$ cat src/rtl/bcd_digit_streamer.sv
`default_nettype none
// ============================================================================
//  Module   : bcd_digit_streamer
//  Purpose  : Streams a captured 3-digit packed BCD value to an LCD writer
//             as three ASCII characters (hundreds, tens, units) over a
//             valid/ready handshake, then pulses done for one cycle.
//  Options  : LEADING_BLANK_EN - when defined, leading zero digits in the
//             hundreds/tens positions are sent as spaces (8'h20).
//  Revision : 1.0 - initial release
// ============================================================================
module bcd_digit_streamer #(
  parameter logic [7:0] ASCII_BASE = 8'h30,
  parameter logic [7:0] BAD_CHAR   = 8'h3F
) (
  input  logic        clk,
  input  logic        rst_n,
  input  logic        start,
  input  logic [11:0] bcd_in,
  output logic        busy,
  output logic        char_valid,
  output logic [7:0]  char_data,
  input  logic        char_ready,
  output logic        done
);

  typedef enum logic [1:0] {
    IDLE   = 2'd0,
    SEND_H = 2'd1,
    SEND_T = 2'd2,
    SEND_U = 2'd3
  } state_t;

  state_t      state_q, state_d;
  logic [11:0] bcd_q, bcd_d;
  logic        done_q, done_d;

  logic [7:0]  hund_char;
  logic [7:0]  tens_char;
  logic [7:0]  unit_char;

  // Nibbles above 9 are not decimal digits and get a visible marker instead.
  function automatic logic [7:0] digit_char(input logic [3:0] d);
    return (d <= 4'd9) ? (ASCII_BASE + {4'h0, d}) : BAD_CHAR;
  endfunction

  // Per-position characters derived from the captured value only, so
  // char_data cannot move while a character is waiting for char_ready.
`ifdef LEADING_BLANK_EN
  always_comb begin
    hund_char = digit_char(bcd_q[11:8]);
    tens_char = digit_char(bcd_q[7:4]);
    unit_char = digit_char(bcd_q[3:0]);
    if (bcd_q[11:8] == 4'd0) begin
      hund_char = 8'h20;
      if (bcd_q[7:4] == 4'd0) begin
        tens_char = 8'h20;
      end
    end
  end
`else
  always_comb begin
    hund_char = digit_char(bcd_q[11:8]);
    tens_char = digit_char(bcd_q[7:4]);
    unit_char = digit_char(bcd_q[3:0]);
  end
`endif

  // Next-state logic: capture on start in IDLE, advance one digit per transfer.
  always_comb begin
    state_d = state_q;
    bcd_d   = bcd_q;
    done_d  = 1'b0;
    case (state_q)
      IDLE: begin
        if (start) begin
          bcd_d   = bcd_in;
          state_d = SEND_H;
        end
      end
      SEND_H: begin
        if (char_ready) state_d = SEND_T;
      end
      SEND_T: begin
        if (char_ready) state_d = SEND_U;
      end
      SEND_U: begin
        if (char_ready) begin
          state_d = IDLE;
          done_d  = 1'b1;
        end
      end
      default: state_d = IDLE;
    endcase
  end

  // State, captured value and done pulse registers with synchronous reset.
  always_ff @(posedge clk) begin
    if (!rst_n) begin
      state_q <= IDLE;
      bcd_q   <= 12'h000;
      done_q  <= 1'b0;
    end else begin
      state_q <= state_d;
      bcd_q   <= bcd_d;
      done_q  <= done_d;
    end
  end

  // Output decode: handshake flags and the character for the current digit.
  always_comb begin
    busy       = (state_q != IDLE);
    char_valid = (state_q != IDLE);
    done       = done_q;
    char_data  = 8'h00;
    case (state_q)
      SEND_H:  char_data = hund_char;
      SEND_T:  char_data = tens_char;
      SEND_U:  char_data = unit_char;
      default: char_data = 8'h00;
    endcase
  end

endmodule
`default_nettype wire

$ cat config.mk
export PLATFORM = sky130hd
export DESIGN_NAME = bcd_digit_streamer
export DESIGN_NICKNAME = d
export VERILOG_FILES = /design/src/rtl/bcd_digit_streamer.sv
export SDC_FILE = /design/constraint.sdc
export NUM_CORES = 1
export LEC_CHECK = 0
export ABC_AREA = 1
export ABC_CLOCK_PERIOD_IN_PS = 1200
export CAP_MARGIN = 20
export CORE_MARGIN = 2
export CORE_UTILIZATION = 40
export DETAILED_ROUTE_END_ITERATION = 8
export PLACE_DENSITY_LB_ADDON = 0.3
export SKIP_LAST_GASP = 1
export SYNTH_ARGS = -nofsm -noshare
export SYNTH_HDL_FRONTEND = slang
export SYNTH_SLANG_ARGS = --single-unit
$ cat constraint.sdc
create_clock -name clk -period 1.2 [get_ports clk]
set_input_delay 0.24 -clock clk [delete_from_list [all_inputs] [get_ports clk]]
set_output_delay 0.24 -clock clk [all_outputs]
set_load 0.05 [all_outputs]
==> results of run 1 <==
[cell families (layout without fill, tap and decap cells)]
group | count (synthesis) | in the layout | share of synthesized area
simple gates | 49 | 52 | 0.2437
buf+inv | 27 | 62 | 0.1555
compound gates | 26 | 26 | 0.1629
flops | 15 | 15 | 0.3587
fa+ha+maj | 5 | 5 | 0.07474
other cells | 1 | 2 | 0.004480
[sequential cells by signal (all words and copies together), names as in the netlist]
| register | cells |
|---|---|
| bcd_q | 12 |
| done | 1 |
| state_q | 2 |
[power by group through the flow]
stage	Sequential [mW]	Combinational [mW]	Clock [mW]
floorplan	0.743	1.43	0
global placement	0.748	2.28	0
detailed placement	0.756	2.34	0
CTS	0.758	2.93	0.310
global route	0.782	3.17	0.345
finish	0.770	3.00	0.316
[layer usage]
layer  vias to the layer above  part of all wire  GRT usage  routed length [um]
met2                        56              0.50     0.3978                1332
met4                         0             0.040     0.1620                 105
li1                        458                 -          -                   -
met5                         -                 0          0                   0
met3                        11             0.077    0.03030                 204
met1                       433              0.38     0.2637                1015
[through the flow]
step | hold WS, ps | power (mW) | setup WS (ps)
2_1_floorplan | 378.4 | 2.171 | -265.7
4_1_cts | 459.1 | 4.003 | -488.4
3_3_place_gp | 442.4 | 3.025 | -204.2
3_5_place_dp | 448.9 | 3.092 | -221.6
5_1_grt | 501.2 | 4.295 | -571.7
6_report | 475.9 | 4.085 | -521.5
[Yosys cell counts]
| cell type | n | area share |
|---|---|---|
| buf_8 | 1 | 0.018 |
| ha_1 | 5 | 0.075 |
| inv_1 | 20 | 0.090 |
| o21ai_1 | 4 | 0.024 |
| nand2_1 | 31 | 0.14 |
| o21a_1 | 1 | 0.0090 |
| buf_4 | 4 | 0.036 |
| dfxtp_1 | 15 | 0.36 |
| nor2_1 | 10 | 0.045 |
| nor2_2 | 2 | 0.015 |
| o21ai_2 | 1 | 0.010 |
| o21ai_0 | 11 | 0.066 |
| nand2_2 | 1 | 0.0075 |
| conb_1 | 1 | 0.0045 |
| nor2_4 | 1 | 0.013 |
| nand3_1 | 4 | 0.024 |
| a21oi_1 | 9 | 0.054 |
| buf_2 | 2 | 0.012 |
[worst paths after layout]
check	end	slack [ps]	cells past startpoint
setup / recovery	char_data[0]	-520	7
hold / removal	bcd_q[4]$_SDFFE_PN0P_	480	2
setup reg to reg	state_q[0]$_SDFFE_PN0P_	-230	9
hold reg to reg	bcd_q[4]$_SDFFE_PN0P_	480	2
[worst max-delay path: cells and delay by family, from the launching register on]
family                   cells  cell delay (ps)
adder cells (fa/ha/maj)      1              140
AND/OR/NAND/NOR              1              110
flip-flops                   1              380
buffers and inverters        5              540
[final cells by class]
class | instances | area (sq um)
timing repair buffer | 38 | 470.5
inverter | 20 | 96.34
fill | 142 | 442.9
sequential | 15 | 307.8
multi-input combinational | 85 | 584.3
clock buffer | 4 | 26.28
tap | 27 | 33.78
[repair_timing]
| item | in CTS | in global routing |
|---|---|---|
| buffers inserted | 5 | 2 |
| pin swaps | 6 | 6 |
| hold buffers | 0 | 0 |
| endpoints found under the setup margin | 22 | 22 |
| cloned | 3 | 0 |
| resized for setup | 44 | 14 |
[cells in the final DEF, fill, tap and decap left out, drive strengths merged]
master	synthesis	final
nand2	32	35
a21oi	9	9
clkbuf	0	4
conb	1	2
dlygate4sd2	0	1
clkdlybuf4s50	0	14
clkinvlp	0	3
ha	5	5
dfxtp	15	15
nand3	4	4
o21ai	16	16
o21a	1	1
inv	20	17
nor2	13	13
buf	7	23
==> flow_summary.json, run 1 <==
{
  "power.density_nw_per_um2": 2689,
  "p_leak_nw": 0.6642,
  "fin_crit_sh": 1.435,
  "placed_cell_area_sq_um": 1284,
  "end_kind": "output port",
  "required_ps": 960,
  "swShare": 0.4677,
  "remaining_drc_errors": 0,
  "clk_latency_ps": 300,
  "cp_max_fo": 5,
  "start_util": 0.4267,
  "hold_class": "flip-flop to flip-flop",
  "status": "finished with violations",
  "cts_made_buffers": 3,
  "hold_viol": 0,
  "finalSetupTns_ps": -4827,
  "finalNonFillerCells": 189,
  "io_buffer_count": 24,
  "setup_viol": 22,
  "dieArea_sq_um": 2475,
  "critPathKind": "flip-flop to output port",
  "avgRoutedWirePerCell_um": 14.06,
  "clkPwrFrac": 0.077,
  "die_w_um": 49.75,
  "num-nets-final": 184,
  "drt_first_pass_iters": 4,
  "slowest_delay_ps": 380,
  "syn_area_sq_um": 837.1,
  "crit_start": "state_q[0]$_SDFFE_PN0P_",
  "ios": 27,
  "finalClockSkew_ps": 16.88,
  "synth_warnings": 0,
  "setup_slack_ps": -521.5,
  "numPlacedInstances": 178,
  "syn_inst": 123,
  "grt_pass1_vias": 957,
  "switching_power_mw": 1.911,
  "relSlewSlack": 0.5056,
  "cts_sinks": 15,
  "violations": "negative setup slack",
  "coreArea_sq_um": 1962,
  "antenna_found_initial": 0,
  "syn2layout_area_growth_pct": 81.47,
  "design_area_sq_um": 1519,
  "rsz0062_at_grt": "true",
  "synth.avg_cell_area_sq_um": 6.805,
  "cts_tree": "done",
  "slew_viol_final": 0,
  "critPathSlowestCell": "dfxtp_4",
  "grt_pass1_wl_um": 4250,
  "drt_iter0_drc": 20,
  "antenna_cells": 0,
  "synth_cell_types": 18,
  "seqPwrFrac": 0.189,
  "max_cap_violations": 0,
  "h-tree-depth": 1,
  "rows": 16,
  "period_needed_ps": 1722,
  "path_cells": "inv_4 > buf_12 > ha_4 > clkinvlp_4 > nand2_2 > clkinvlp_4 > buf_12",
  "ys_seq_area_frac": 0.3587,
  "cp.arrival_ps": 1480,
  "root_buffer": "clkbuf_4",
  "final_core_util": 0.7742,
  "p_int_mw": 2.174,
  "gr-total-overflow": 0,
  "vias": 958,
  "combPwrFrac": 0.734,
  "place_congestion": 0.8192,
  "viasPerCell": 5.069,
  "critPathLaunchType": "flip-flop",
  "drive_above_1_share": 0.4259,
  "cts_buffer_depth": 2,
  "min_from": "bcd_q[4]$_SDFFE_PN0P_",
  "r2r_start": "state_q[0]$_SDFFE_PN0P_",
  "worstMarginPinSlew_ps": 741.6,
  "die_h_um": 49.75,
  "ant_nets": 0,
  "wl_um": 2657,
  "vdd_drop_max_v": 0.001740,
  "max_freq_mhz": 580.9,
  "hpwl_um": 1494,
  "grt_util_all_layers": 0.2320,
  "ys_ff_latch": 15,
  "clk_transition_reported_paths_ps": 110,
  "grt_max_degree": 9
}
Note: power is estimated with default switching activity, not from simulation.
==> run 2, diff against run 1 <==
SETUP_SLACK_MARGIN = 0.2   (was default)
==> flow_summary.json, run 2 (synthesis gave the netlist of run 1 again) <==
{
  "cts_tree": "done",
  "cts_hold_buffers": 0,
  "critPathKind": "flip-flop to output port",
  "vdd_drop_max_v": 0.002936,
  "wl_um": 3078,
  "largest_reg_flops": 12,
  "syn2layout_area_growth_pct": 91.18,
  "relSlewSlack": 0.5399,
  "remaining_drc_errors": 0,
  "met3_length_um": 178,
  "h-tree-depth": 1,
  "hold-worst-slack_ps": 477.6,
  "crit_cells": 7,
  "cts_buffer_depth": 2,
  "hpwl_um": 1474,
  "dieArea_sq_um": 2475,
  "num-fill-cells": 105,
  "setup_viol": 22,
  "setup_slack_ps": -504.5,
  "rows": 16,
  "grt_pass1_vias": 977,
  "gr-total-overflow": 0,
  "path_cells": "inv_4 > buf_4 > ha_4 > clkinvlp_4 > nand2_2 > clkinvlp_4 > buf_12",
  "final_common_cell": "nand2_1",
  "period_needed_ps": 1704,
  "coreArea_sq_um": 1962,
  "p_leak_nw": 0.6869,
  "die_h_um": 49.75,
  "largest_register": "bcd_q",
  "wl_met2_um": 1524,
  "worstMarginPinSlew_ps": 688.0,
  "worst_hold_path.num_cells": 2,
  "path_buf_inv": 5,
  "die_w_um": 49.75,
  "vias": 1011,
  "end_kind": "output port",
  "root_buffer": "clkbuf_4",
  "cts_made_buffers": 3,
  "avgRoutedWirePerCell_um": 16.03,
  "slew_viol_final": 0,
  "grt_pass1_wl_um": 4367,
  "worst_r2r_path_depth": 12,
  "power_mw": 4.292,
  "hold_viol": 0,
  "register_area_sq_um": 309.0,
  "required_ps": 960,
  "clk_transition_reported_paths_ps": 90,
  "finalClockSkew_ps": 3.386,
  "cpMostUsedCell": "clkinvlp_4",
  "antenna_cells": 0,
  "antenna_found_initial": 0,
  "violations": "negative setup slack",
  "wirelength_met1_um": 1235,
  "rsz0062_at_grt": "true",
  "max_freq_mhz": 586.7,
  "fin_crit_sh": 1.420,
  "drt_iter0_drc": 27,
  "clk_latency_ps": 300,
  "num-nets-final": 187,
  "cts_sinks": 15,
  "io_buffer_count": 24,
  "status": "finished with violations",
  "power.density_nw_per_um2": 2682,
  "ios": 27,
  "cp.arrival_ps": 1460,
  "multiInputGateArea_sq_um": 630.6,
  "place_congestion": 0.8779,
  "hold_class": "flip-flop to flip-flop",
  "final_cell_mix": "30 x nand2_1, 15 x clkdlybuf4s50_1, 12 x inv_1, 12 x dfxtp_1, 11 x buf_4",
  "grt_util_all_layers": 0.2390,
  "ant_nets": 0,
  "drive_above_1_share": 0.4545,
  "max_cap_violations": 0,
  "grt_max_degree": 12,
  "drt_first_pass_iters": 4,
  "viasPerCell": 5.266,
  "start_util": 0.4267,
  "critPathLaunchType": "flip-flop",
  "slowest_delay_ps": 380,
  "top_layer": "met4",
  "cpLargestDelayFamily": "buffers and inverters",
  "critPathSlowestCell": "dfxtp_4",
  "cp_max_fo": 5
}
run 2: cell types whose count changed in the layout (fill, tap and decap cells not counted), moves of 2 or more:
cell | before | now
o21ai_2 | 12 | 7
o21ai_4 | 1 | 6
a21oi_1 | 8 | 4
a21oi_2 | 1 | 5
buf_6 | 3 | 6
nor2_2 | 5 | 2
buf_4 | 9 | 11
nor2_4 | 2 | 4
run 2: path summary, 6_finish.rpt:
path                      startpoint                      end  slack (ps)
max reg2reg  state_q[0]$_SDFFE_PN0P_  state_q[0]$_SDFFE_PN0P_        -380
max          state_q[1]$_SDFFE_PN0P_             char_data[0]        -500
min            bcd_q[8]$_SDFFE_PN0P_    bcd_q[8]$_SDFFE_PN0P_         480
min reg2reg    bcd_q[8]$_SDFFE_PN0P_    bcd_q[8]$_SDFFE_PN0P_         480
run 2: per-layer routing:
layer | up-vias | track usage
met3 | 17 | 0.05152
met5 | - | 0
met4 | 0 | 0.1759
met1 | 484 | 0.2599
li1 | 462 | -
met2 | 48 | 0.4044
run 2: repair_timing:
action | CTS | global route
gates cloned | 2 | 0
hold endpoints to repair | 0 | 0
pin swaps | 9 | 4
setup endpoints to repair | 23 | 23
buffers inserted | 3 | 3
resized for setup | 34 | 20
run 2: power breakdown:
group | switching, mW | leakage, nW | internal (mW) | total (mW)
registers | 0.126 | 0.126 | 0.659 | 0.785
logic | 1.72 | 0.544 | 1.48 | 3.20
clock network | 0.181 | 0.0177 | 0.124 | 0.305
run 2: through the flow:
step           cell area (sq um)  std cells  TNS (ps)  setup slack [ps]    util
6_report                    1600        192     -7514            -504.5  0.8157
5_1_grt                     1600        192     -8550            -583.8  0.8157
4_1_cts                     1483        189     -5226            -480.3  0.7557
3_5_place_dp                1291        180     -2741            -174.0  0.6582
3_3_place_gp                1291        180     -2212            -142.8  0.6582
2_1_floorplan              912.1        124     -1631            -265.7       -
run 2: worst reg2reg max path, delay by kind of cell, from the launching register on:
family                     cells  cell delay (ps)
AOI/OAI and AO/OA              1              140
DFF                            1              380
and+or+nand+nor                4              280
adders and majority gates      1              150
buffers and inverters          6              590
run 2: layout make-up:
class	instances	share of cell area
multi-input combinational	84	0.3941
timing repair buffer	42	0.3127
sequential	15	0.1931
inverter	20	0.06177
tap	27	0.02111
clock buffer	3	0.01407
clock inverter	1	0.003127
